`src/rtl/dual_rail_tx.sv`:
```
// ---------------------------------------------------------------------------
// dual_rail_tx
//
// Purpose: converts single-rail words into a four-phase, return-to-zero
// dual-rail channel. Each accepted word goes out as DATA (d_t = word,
// d_f = ~word). The block then waits for the receiver's ack to rise and
// returns the channel to NULL. It then waits for ack to fall before it
// accepts the next word. The ack input is asynchronous and is synchronised
// locally before the FSM uses it.
//
// Optional feature: define DRTX_TIMEOUT_EN to add an ack-wait counter.
// When the counter reaches TIMEOUT, it sets the sticky err flag.
// Without the macro, err is constant 0.
//
// Parameters:
//   WIDTH       - single-rail word width / number of dual-rail pairs
//   SYNC_STAGES - ack synchroniser depth (2..4)
//   TIMEOUT     - ack-wait limit in clk cycles (DRTX_TIMEOUT_EN only)
//
// Ports:
//   clk        in   clock, rising edge
//   rst_n      in   asynchronous active-low reset
//   in_valid   in   producer offers in_data
//   in_ready   out  block can accept a word (IDLE and ack_s low)
//   in_data    in   WIDTH-bit word to send
//   d_t        out  true rails (registered)
//   d_f        out  false rails (registered)
//   ack        in   asynchronous completion from the receiver
//   sent_count out  completed four-phase handshakes, wraps at 16 bits
//   err        out  sticky ack-timeout flag
// ---------------------------------------------------------------------------
module dual_rail_tx #(
    parameter int WIDTH       = 4,
    parameter int SYNC_STAGES = 2,
    parameter int TIMEOUT     = 255
) (
    input  logic             clk,
    input  logic             rst_n,
    input  logic             in_valid,
    output logic             in_ready,
    input  logic [WIDTH-1:0] in_data,
    output logic [WIDTH-1:0] d_t,
    output logic [WIDTH-1:0] d_f,
    input  logic             ack,
    output logic [15:0]      sent_count,
    output logic             err
);

    typedef enum logic [1:0] {
        IDLE = 2'd0,
        DATA = 2'd1,
        RTZ  = 2'd2
    } state_t;

    // Reject parameter values the hardware cannot support.
    if (SYNC_STAGES < 2 || SYNC_STAGES > 4 || TIMEOUT < 1) begin : g_param_check
        $error("dual_rail_tx: SYNC_STAGES must be 2..4 and TIMEOUT >= 1");
    end

    state_t                 state_q, state_d;
    logic [SYNC_STAGES-1:0] sync_q;
    logic                   ack_s;
    logic [WIDTH-1:0]       dt_q, dt_d;
    logic [WIDTH-1:0]       df_q, df_d;
    logic [15:0]            count_q, count_d;

    // Shift register synchroniser for the asynchronous ack.
    // The FSM only ever looks at the last stage.
    always_ff @(posedge clk or negedge rst_n) begin
        if (!rst_n) begin
            sync_q <= '0;
        end else begin
            sync_q <= {sync_q[SYNC_STAGES-2:0], ack};
        end
    end

    assign ack_s = sync_q[SYNC_STAGES-1];

    // FSM state, rail and handshake-count registers.
    // dt_q doubles as the captured word while in DATA.
    always_ff @(posedge clk or negedge rst_n) begin
        if (!rst_n) begin
            state_q <= IDLE;
            dt_q    <= '0;
            df_q    <= '0;
            count_q <= '0;
        end else begin
            state_q <= state_d;
            dt_q    <= dt_d;
            df_q    <= df_d;
            count_q <= count_d;
        end
    end

    // Next-state and rail logic. The rails are computed here, one edge
    // ahead, and then registered. Every pair therefore switches on the same
    // edge, and a pair never has both rails high.
    always_comb begin
        state_d  = state_q;
        dt_d     = dt_q;
        df_d     = df_q;
        count_d  = count_q;
        in_ready = 1'b0;
        unique case (state_q)
            IDLE: begin
                // A stale ack from the receiver holds off new words until
                // the receiver returns to NULL.
                in_ready = ~ack_s;
                dt_d     = '0;
                df_d     = '0;
                if (in_valid && !ack_s) begin
                    state_d = DATA;
                    dt_d    = in_data;
                    df_d    = ~in_data;
                end
            end
            DATA: begin
                if (ack_s) begin
                    state_d = RTZ;
                    dt_d    = '0;
                    df_d    = '0;
                end
            end
            RTZ: begin
                dt_d = '0;
                df_d = '0;
                if (!ack_s) begin
                    state_d = IDLE;
                    count_d = count_q + 16'd1;
                end
            end
            default: begin
                state_d = IDLE;
                dt_d    = '0;
                df_d    = '0;
            end
        endcase
    end

    assign d_t        = dt_q;
    assign d_f        = df_q;
    assign sent_count = count_q;

`ifdef DRTX_TIMEOUT_EN
    localparam int CNT_W = (TIMEOUT < 2) ? 1 : $clog2(TIMEOUT + 1);
    localparam logic [CNT_W-1:0] WAIT_LIMIT = CNT_W'(TIMEOUT);

    logic [CNT_W-1:0] wait_q, wait_d;
    logic             err_q, err_d;

    // Ack-wait counter. It restarts on every state change and otherwise
    // counts cycles spent in DATA or RTZ, stopping at the limit. It only
    // reports through err and never steers the FSM.
    always_comb begin
        wait_d = wait_q;
        err_d  = err_q;
        if (state_d != state_q) begin
            wait_d = '0;
        end else if (state_q != IDLE && wait_q != WAIT_LIMIT) begin
            wait_d = wait_q + 1'b1;
        end
        if (wait_d == WAIT_LIMIT) begin
            err_d = 1'b1;
        end
    end

    always_ff @(posedge clk or negedge rst_n) begin
        if (!rst_n) begin
            wait_q <= '0;
            err_q  <= 1'b0;
        end else begin
            wait_q <= wait_d;
            err_q  <= err_d;
        end
    end

    assign err = err_q;
`else
    assign err = 1'b0;
`endif

endmodule

```
`config.mk`:
```
export PLATFORM = sky130hd
export DESIGN_NAME = dual_rail_tx
export DESIGN_NICKNAME = d
export VERILOG_FILES = /design/src/rtl/dual_rail_tx.sv
export SDC_FILE = /design/constraint.sdc
export NUM_CORES = 1
export LEC_CHECK = 0
export CAP_MARGIN = 0
export CELL_PAD_IN_SITES_DETAIL_PLACEMENT = 1
export CELL_PAD_IN_SITES_GLOBAL_PLACEMENT = 1
export CORE_MARGIN = 4
export CORE_UTILIZATION = 36
export CTS_BUF_LIST = sky130_fd_sc_hd__clkbuf_4 sky130_fd_sc_hd__clkbuf_8 sky130_fd_sc_hd__clkbuf_16
export DETAILED_ROUTE_END_ITERATION = 10
export PLACE_DENSITY = 0.81
export SYNTH_ARGS = -nofsm -noshare
export SYNTH_HDL_FRONTEND = slang
export SYNTH_SLANG_ARGS = --single-unit
```
`constraint.sdc`:
```
create_clock -name clk -period 1.7 [get_ports clk]
set_clock_uncertainty 0.15 [all_clocks]
set_input_delay 0.34 -clock clk [delete_from_list [all_inputs] [get_ports clk]]
set_output_delay 0.34 -clock clk [all_outputs]
set_load 0.02 [all_outputs]
```
==> flow_summary.yaml, run 1 <==
timing:
  timing.fmax_ghz: 0.601
  setup_ws_ns: 0.0363
  tns_ns: 0
  setup_viol: 0
  layout_worst_path_cycle_share: 0.979
  grt_setup_unrepaired: "true"
  final_hold_viol_count: 0
  slew_violations: 0
  post-route-min-period_ns: 1.66
setup_path:
  crit_fanout: 3
  cp_cell_sequence: "nor3_2, buf_2"
  cp.required_ns: 1.21
  path_delay_family: "flip-flops"
  r2r-start: "sync_q[1]"
  critPathLaunchType: "flip-flop"
  endpoint_kind: "output port"
  cp.arrival_ns: 1.17
  worst-path-buf-inv: 1
  crit_start: "state_q[0]"
  path_class: "reg -> out"
  crit_path_max_incr_delay_ns: 0.43
  critPathSlowestCell: "dfrtp_1"
clock_tree:
  insertion_delay_ns: 0.31
  holdBufCountCts: 0
  clockBufferDepth: 2
  clock-sinks: 28
  cts_max_level: 1
  path_clk_slew_ns: 0.14
  tritoncts: "built"
  cts_buffers: 3
  root_buffer: "clkbuf_4"
layout:
  area_growth_pct: 41.4
  stdcell_area_mm2: 0.00164
  fin_nets: 146
  n_antenna_cell: 0
  final_util: 0.534
  drive_gt1_frac: 0.200
placed_design:
  pre_cts_ws_ns: -0.155
  dpl_cell_area_mm2: 0.00159
  gp_congestion: 0.703
  io_buffers: 32
  hpwl_um: 2030
power:
  power_density_mw_per_mm2: 899
  p_switching_uw: 470
  finalPower_uw: 1480
  irDropWorstVdd_mv: 0.553
  p_comb_frac: 0.272
  switching_share: 0.318
  p_leak_uw: 0.000874
  internal-power_uw: 1010
  power_frac_clock: 0.172
  power_frac_seq: 0.557
logic_synthesis:
  synth_top_area_cell: "dfrtp_1"
  synth-seq-cells: 28
  postSynth.asyncResetShare: 1.00
  synth-edff-count: 0
  synthFlopType: "dfrtp_1"
  yosysTopAreaCellShare: 0.603
  synthesis.nets: 100
  synth_cells: 91
  synthTopCellsByCount: "dfrtp_1, nand2_1, xnor2_1"
  ys_seq_area_frac: 0.603
  yosys_warnings: 0
  ys_types: 22
  synth_most_common_cell: "dfrtp_1"
  synth_area_leaders: "dfrtp_1, xnor2_1, xor2_1, nand2_1, a22o_1"
  synth_area_per_cell_um2: 12.8
  netlist_area_mm2: 0.00116
floorplanning:
  pin_count: 34
  start_util: 0.378
  dieArea_mm2: 0.00420
  coreArea_mm2: 0.00308
  fp-row-count: 20
  fp.dieW_um: 64.8
  die_h_um: 64.8
routing:
  drc: 0
  dr.first_iter.drc_count: 18
  routed_wl_um: 2510
  vias: 853
  dr.pass1.iters: 2
  wl_per_cell_um: 14.0
  ant_nets: 0
  viasPerCell: 4.77
global_route:
  grt_max_degree: 29
  grt_pass1_wl_um: 4360
  grt_use_total: 0.134
  antenna_found_initial: 0
  grt_pass1_vias: 970
  overflow: 0
flow_run:
  drv_cap: 0
worst_hold_path:
  min_path_type: "in -> async"
status:
  status: "finished clean"
-- per-stage QoR --
| stage | hold slack (ns) | cells |
|---|---|---|
| global placement | 0.203 | 174 |
| CTS | 0.228 | 178 |
| finish | 0.221 | 179 |
| detailed placement | 0.198 | 174 |
| global route | 0.235 | 179 |
| floorplan | -0.106 | 91 |
-- per-layer routing --
| metal | up-vias | part of all wire | track usage |
|---|---|---|---|
| met1 | 424 | 0.38 | 0.140 |
| met2 | 29 | 0.55 | 0.254 |
| met4 | 0 | 0.0044 | 0.0237 |
| met3 | 2 | 0.066 | 0.0503 |
| li1 | 398 | - | - |
| met5 | - | 0 | 0 |
-- registers in the layout (all words and copies together), names as in the netlist --
| register | count |
|---|---|
| d_t | 4 |
| state_q | 2 |
| d_f | 4 |
| sync_q | 2 |
| sent_count | 16 |
-- cells by family (layout without fill, tap and decap cells) --
group / count (synthesis) / in the layout / synth area share
AND/OR/NAND/NOR: 35 / 35 / 0.199
other: 1 / 1 / 0.00323
XOR/XNOR: 16 / 16 / 0.121
flip-flops: 28 / 28 / 0.603
adder cells (fa/ha/maj): 1 / 1 / 0.0108
AO/OA/AOI/OAI: 8 / 8 / 0.0474
buffers and inverters: 1 / 45 / 0.00646
multiplexers: 1 / 1 / 0.00969
-- power groups by stage --
stage | logic, µW | registers, µW | clock network (µW)
after floorplan | 132 | 909 | 0
after global placement | 432 | 827 | 0
after detailed placement | 446 | 835 | 0
after CTS | 403 | 822 | 270
after global routing | 434 | 840 | 296
final | 402 | 823 | 254
-- area by class of cell --
| cell class | instances | area, µm² |
|---|---|---|
| Clock buffer | 3 | 22.5 |
| Fill cell | 345 | 1430 |
| Multi-Input combinational cell | 62 | 492 |
| Sequential cell | 28 | 703 |
| Tap cell | 44 | 55.1 |
| Timing Repair Buffer | 42 | 372 |
-- path summary, 6_finish.rpt --
check / to / slack (ns) / depth (start not counted)
min reg2reg: sync_q[1] / 0.22 / 0
min in group clk: sync_q[1] / 0.22 / 0
max in group asynchronous: sent_count[2] / 0.90 / 2
max reg2reg: sent_count[8] / 0.05 / 6
min: sent_count[7] / 0.22 / 2
max: in_ready / 0.04 / 2
-- timing repair --
item,in CTS,in global routing
setup buffers,1,1
hold endpoints to repair,0,0
pin swaps,4,2
setup endpoints to repair,29,11
gates resized for setup,31,8
-- cells in the final DEF, fill, tap and decap left out, types with 2 or more instances in the layout --
cell / count
a22o_1: 4
xnor2_1: 9
nand3_1: 4
buf_6: 3
nor4_4: 2
and2_1: 2
nor2_1: 2
buf_4: 7
nand2_1: 13
and3_1: 2
dfrtp_2: 2
nor3b_2: 2
xor2_1: 6
clkdlybuf4s50_1: 7
o21ai_0: 4
clkbuf_4: 3
dfrtp_1: 26
dlygate4sd2_1: 24
(Power assumes the default switching activity.)
==> run 2: changes to the inputs <==
--- a/config.mk
+++ b/config.mk
@@ -10,8 +10,9 @@
 export CELL_PAD_IN_SITES_GLOBAL_PLACEMENT = 1
 export CORE_MARGIN = 4
-export CORE_UTILIZATION = 36
-export CTS_BUF_LIST = sky130_fd_sc_hd__clkbuf_4 sky130_fd_sc_hd__clkbuf_8 sky130_fd_sc_hd__clkbuf_16
+export CORE_UTILIZATION = 38
+export CTS_BUF_LIST = sky130_fd_sc_hd__clkbuf_2
+export CTS_CLUSTER_SIZE = 24
 export DETAILED_ROUTE_END_ITERATION = 10
-export PLACE_DENSITY = 0.81
+export PLACE_DENSITY = 0.84
 export SYNTH_ARGS = -nofsm -noshare
 export SYNTH_HDL_FRONTEND = slang
--- a/constraint.sdc
+++ b/constraint.sdc
@@ -3,3 +3,3 @@
 set_input_delay 0.34 -clock clk [delete_from_list [all_inputs] [get_ports clk]]
 set_output_delay 0.34 -clock clk [all_outputs]
-set_load 0.02 [all_outputs]
+set_load 0.005 [all_outputs]
==> flow_summary.yaml, run 2 (synthesis results as in run 1) <==
timing:
  final_hold_viol_count: 0
  grt_setup_unrepaired: "true"
  layout_worst_path_cycle_share: 0.966
  timing.fmax_ghz: 0.609
  slew_violations: 0
  setup_viol: 0
  post-route-min-period_ns: 1.64
  hold_slack_ns: 0.161
routing:
  viasPerCell: 4.98
  dr.pass1.iters: 4
  routed_wl_um: 2920
  wl_per_cell_um: 16.0
  drc: 0
  ant_nets: 0
  vias: 911
  dr.first_iter.drc_count: 9
setup_path:
  crit_start: "sync_q[1]"
  cp.required_ns: 1.21
  r2r_setup_slack_ns: 0.07
  path_delay_family: "flip-flops"
  worst-path-buf-inv: 1
  cp_cell_sequence: "nor3_2, buf_2"
  crit_cells: 2
  crit_end: "in_ready"
  critPathSlowestCell: "dfrtp_1"
  cp.arrival_ns: 1.15
  endpoint_kind: "output port"
  r2r_cells: 4
  reg2reg_to: "sent_count[1]"
  r2r-start: "state_q[0]"
  path_class: "reg -> out"
  critPathLaunchType: "flip-flop"
  crit_fanout: 5
  crit_path_max_incr_delay_ns: 0.50
clock_tree:
  clock-sinks: 28
  clockBufferDepth: 2
  path_clk_slew_ns: 0.26
  holdBufCountCts: 0
  root_buffer: "clkbuf_2"
  cts_buffers: 3
  tritoncts: "built"
  insertion_delay_ns: 0.34
  cts_max_level: 1
floorplanning:
  start_util: 0.411
  fp-row-count: 19
  fp.dieW_um: 63.3
  pin_count: 34
  dieArea_mm2: 0.00401
  coreArea_mm2: 0.00283
  die_h_um: 63.3
power:
  irDropWorstVdd_mv: 0.728
  finalPower_uw: 1650
  p_leak_uw: 0.000987
  power_density_mw_per_mm2: 928
layout:
  largest_register_ffs: 16
  fin_nets: 162
  multiInputGateArea_um2: 509
  register_area_um2: 702
  fillers: 294
  area_growth_pct: 52.7
  n_antenna_cell: 0
  final_common_cell: "dfrtp_1"
  final_cell_mix: "dfrtp_1, buf_4, dlygate4sd2_1"
  stdcell_area_mm2: 0.00178
  drive_gt1_frac: 0.316
flow_run:
  drv_cap: 0
global_route:
  grt_pass1_wl_um: 4930
  grt_max_degree: 29
  grt_pass1_vias: 1062
  overflow: 0
  antenna_found_initial: 0
  grt_use_total: 0.155
placed_design:
  hpwl_um: 1970
  gp_congestion: 0.695
  io_buffers: 32
  dpl_cell_area_mm2: 0.00157
worst_hold_path:
  min_path_type: "in -> async"
status:
  status: "finished clean"
## run 2: cell count changes in the layout (fill, tap and decap cells not counted)
cell	previous run	this run
buf_4	7	24
clkbuf_2	0	5
clkbuf_4	3	0
dlygate4sd2_1	24	22
buf_6	3	2
bufinv_16	0	1
dfrtp_1	26	27
dfrtp_2	2	1
ha_1	1	0
ha_2	0	1
nand2_1	13	12
nand2_4	0	1
xnor2_1	9	8
xnor2_2	0	1
## run 2: routing by layer
layer | vias up | wire (µm) | track usage
met4 | 0 | 22 | 0.0323
met2 | 30 | 1590 | 0.279
met3 | 3 | 137 | 0.0391
met1 | 449 | 1170 | 0.185
met5 | - | 0 | 0
li1 | 429 | - | -
## run 2: power by group
group	internal (µW)	switching [µW]
clock	202	192
sequential	742	47.5
combinational	250	214
## run 2: area by class of cell
cell class / instances / share of cell area
Sequential cell: 28 / 0.395
Multi-Input combinational cell: 62 / 0.287
Timing Repair Buffer: 58 / 0.271
Tap cell: 31 / 0.0218
Clock inverter: 1 / 0.0169
Clock buffer: 3 / 0.00846
## run 2: worst min-delay path by stage
stage              start             to  slack, ns  cells past startpoint
3_3_place_gp   sync_q[0]      sync_q[1]       0.19                      0
4_1_cts            rst_n  sent_count[8]       0.15                      2
5_1_grt            rst_n  sent_count[8]       0.12                      2
3_5_place_dp   sync_q[0]      sync_q[1]       0.20                      0
2_1_floorplan      rst_n         d_f[0]      -0.11                      0
6_report           rst_n  sent_count[8]       0.16                      2
## run 2: timing repair
action | in CTS | in global routing
endpoints found under the setup margin | 25 | 13
buffers inserted | 15 | 4
pin swaps | 1 | 7
gates resized for setup | 29 | 16
## run 2: metrics by stage
step                       util  setup slack (ns)  instances  TNS [ns]
after CTS                 0.604           -0.0940        179   -0.0940
after global placement    0.554            0.0256        160         0
final                     0.628            0.0577        183         0
after global routing      0.628            -0.118        183    -0.244
after floorplan               -             0.170         91         0
after detailed placement  0.554            0.0139        160         0
==> RTL edit 1: new RTL, flow settings as in run 1 <==
Set the parameter `WIDTH` to 5 (it was 4).
--- a/src/rtl/dual_rail_tx.sv
+++ b/src/rtl/dual_rail_tx.sv
@@ -30,7 +30,7 @@
 //   err        out  sticky ack-timeout flag
 // ---------------------------------------------------------------------------
 module dual_rail_tx #(
-    parameter int WIDTH       = 4,
+    parameter int WIDTH       = 5,
     parameter int SYNC_STAGES = 2,
     parameter int TIMEOUT     = 255
 ) (
Interface: changed (resized d_f, d_t and in_data); port bits go from 34 to 37. No check against the original RTL was run, so the function may have changed too.
==> RTL edit 1 against run 1 <==
- cell area increased by 4.3%
- via count increased by 6.1%
- total power increased by 16%
- sequential share of layout area increased by 1.1 points
- highest routed layer unchanged
- critical endpoint is now sent_count[8]
- sequential cell count increased by 2
- clock power increased by 61%
- largest cell class unchanged
- setup slack improved by 15 ps
- global-route usage increased by 0.71 points
- die area increased by 5.0%
- wire length increased by 10%
- worst hold slack got worse by 14 ps
- cell count increased by 5.0%
- synthesized area increased by 5.7%
==> RTL edit 1: results <==
[final_layout]
largest_reg_flops = 16
nNetsFinal = 155
drive_above_1_share_pct = 15.97
num_antenna_cells = 0
fin_cells = 188

[pwr]
p_switching_uw = 539.2
ir_drop_uv = 519.2
total_leakage_power_uw = 0.0009147

[global_routing]
grt_max_degree = 31
grt_pass1_wl_um = 4623
antenna_found_initial = 0
first_global_vias = 996
grt_usage_pct = 14.10

[synthesis]
ys_types = 24
synth-main-ff-cell = "dfrtp_1"
synthCells = 97
synth_nets = 107
synthTopCellsByArea = "dfrtp_1, xnor2_1, xor2_1, nand2_1, a22o_1"
synth_common_cells = "dfrtp_1, nand2_1, xnor2_1, xor2_1"
synthXorXnorAreaFrac_pct = 11.41
async_reset_ff_share_pct = 100.0
yosysSeqAreaShare_pct = 61.10
synth-adder-area-share_pct = 1.018
synth-edff-count = 0
synthMuxAreaShare_pct = 0.9165
ys_warn_count = 0
synth_compound_area_share_pct = 5.601

[routing]
first_iter_violations = 26
drc_errors = 0
routed_wl_um = 2757
first_pass_iters = 2
via_count = 905

[status]
outcome = "finished, final reports clean"

[cts]
worstSkewPairLatency_ps = 320
path_clk_slew_ps = 90
htreeDepth = 2
numCtsBuffers = 5
clockBufferDepth = 2
root_buffer = "clkbuf_4"

[placed_design]
dp_cells = 181
hpwl_um = 2070
io_buffer_count = 35
place.gp.congestion = 0.7578

[setup_path]
crit_arrival_ps = 1740
crit_fanout = 6

[hold_path]
hold_class = "register to register"
-- RTL edit 1: through the flow --
| stage | setup slack, ps | instance area, um^2 |
|---|---|---|
| after floorplan | 48.63 | 1229 |
| after CTS | 13.25 | 1698 |
| after global placement | -48.02 | 1675 |
| final | 51.04 | 1715 |
| after detailed placement | -39.76 | 1675 |
| after global routing | -50.08 | 1715 |
-- RTL edit 1: power by group through the flow --
stage | combinational (uW) | sequential [uW] | clock, uW
2_1_floorplan | 137 | 968 | 0
3_3_place_gp | 459 | 884 | 0
3_5_place_dp | 475 | 891 | 0
4_1_cts | 428 | 875 | 429
5_1_grt | 457 | 894 | 458
6_report | 424 | 876 | 410
-- RTL edit 1: final timing paths --
check	startpoint	endpoint	slack, ps	cells after the start
max	sync_q[1]	sent_count[8]	50	5
min	sync_q[0]	sync_q[1]	210	0
max reg2reg	sync_q[1]	sent_count[8]	50	5
min reg2reg	sync_q[0]	sync_q[1]	210	0
max in group asynchronous	rst_n	sent_count[0]	860	2
min in group asynchronous	rst_n	sent_count[1]	250	2
-- RTL edit 1: logic make-up after synthesis --
group / after synthesis
compound gates: 10
xor+xnor: 16
fa+ha+maj: 1
buf+inv: 2
flops: 30
mux: 1
other cells: 1
simple gates: 36
-- RTL edit 1: critical path, stage by stage (launching register included) --
cell and delay [ps]:
dfrtp_1 400, buf_6 130, nand4bb_4 290, nor3_2 240
and3_1 200, xor2_1 170
-- RTL edit 1: what timing repair did --
item                       CTS  global route
setup endpoints to repair   34             9
buffers inserted             0             1
gates resized for setup     32             3
pin swaps                    1             3
-- RTL edit 1: layout make-up --
cell class / instances / area (um^2)
tap: 44 / 55.05
multi-input combinational: 65 / 480.5
fill: 364 / 1438
clock buffer: 6 / 51.30
sequential: 30 / 752.0
timing repair buffer: 43 / 376.6
-- RTL edit 1: routing by layer --
layer / track usage, % / part of all wire, % / vias up
met5: 0 / 0 / -
met4: 6.091 / 0.62 / 0
met3: 5.612 / 8.1 / 3
met2: 23.30 / 48 / 38
met1: 15.97 / 43 / 441
li1: - / - / 423
==> RTL edit 2: new RTL, settings of run 1 <==
Without the edit above. Encoding of `state_t`: now one-hot (3 bits for 3 states).
--- a/src/rtl/dual_rail_tx.sv
+++ b/src/rtl/dual_rail_tx.sv
@@ -46,10 +46,10 @@
     output logic             err
 );
 
-    typedef enum logic [1:0] {
-        IDLE = 2'd0,
-        DATA = 2'd1,
-        RTZ  = 2'd2
+    typedef enum logic [2:0] {
+        IDLE = 3'b001,
+        DATA = 3'b010,
+        RTZ  = 3'b100
     } state_t;
 
     // Reject parameter values the hardware cannot support.
Function: no difference found for any inputs over 10 cycles, from zero or initial values and one cycle with rst_n low; not proved beyond that.
==> RTL edit 2 against run 1 <==
- the run now ends with negative setup slack left
- setup slack worse by 310 ps
- largest cell class unchanged
- first-iteration DRC count is 110% higher
- synthesized area grew 6.6%
- core utilization increased by 1.6 points
- die area increased by 5.8%
- wire length rose by 21%
- sequential cell count rose by 1
- cell area increased by 12%
- critical path depth up 2
Power is not compared: it rests on default switching activity, and its combinational part moved more than twofold at a synthesized area within 25%.
==> RTL edit 2: results <==
[final_layout]
nFlopsAndLatches = 29
nNetsFinal = 170
regArea_um2 = 726.9
bufAreaShareNonClock_pct = 25.03
num-nonclk-inverters = 2
fillCellCount = 365
drive_above_1_share_pct = 25.93
n_all_buffers = 52
nMultiInputCombCells = 71
clock_cell_area_share_pct = 3.820

[status]
outcome = "finished with violations"
failed_checks = "negative setup slack"

[routing]
first_pass_iters = 4
via_count = 997
wl_met3_um = 142
first_iter_violations = 37
routed_wl_um = 3025

[timing]
setup_ws_ps = -277.3
setup_violations = 12

[global_routing]
first_global_vias = 1069
use_met3_pct = 5.396
grt_max_degree = 30
grtUsageMet1_pct = 17.96
grt_pass1_wl_um = 5106

[synthesis]
synthXorXnorAreaFrac_pct = 11.31
ys_types = 31
synthMuxAreaShare_pct = 0.8081
synth_nets = 115
yosysSeqAreaShare_pct = 58.69
synthTopCellsByArea = "dfrtp_1, xnor2_1, nand2_1, xor2_1, a22o_1"
synth_common_cells = "dfrtp_1, nand2_1, xnor2_1, xor2_1"
synth-adder-area-share_pct = 1.010

[setup_path]
crit_fanout = 4
r2r-start = "state_q[0]"
cp_slowest_cell = "or4b_4"

[cts]
numCtsBuffers = 5

[placed_design]
dp_cells = 198
place_ws_ps = -346.1
hpwl_um = 2227
RTL edit 2: worst max-delay path by stage:
stage                     startpoint              to  slack, ps  depth (start not counted)
after detailed placement  state_q[0]        in_ready       -350                          3
after global placement    state_q[0]        in_ready       -300                          3
final                     state_q[0]  sent_count[10]       -280                          4
after global routing      state_q[0]  sent_count[12]       -360                          4
after floorplan           state_q[1]  sent_count[12]       -320                          5
after CTS                 state_q[0]  sent_count[10]       -280                          4
RTL edit 2: repair_timing:
item                                    4_1_cts  5_1_grt
setup buffers                                 2        1
pin swaps                                     3        3
resized for setup                            37       10
endpoints found under the setup margin       36       20
endpoints found under the hold margin         0        0
RTL edit 2: per-stage QoR:
step                      hold slack, ps  util [%]  TNS [ps]  power [uW]  cell area [um^2]
final                              202.0     54.97     -2214        1356              1834
after global routing               210.9     54.97     -3238        1412              1834
after CTS                          209.6     54.29     -2327        1362              1812
after detailed placement           189.5     51.93     -2373       888.6              1733
after global placement             185.6     51.93     -1803       883.4              1733
after floorplan                   -105.6         -     -2217       797.0              1239
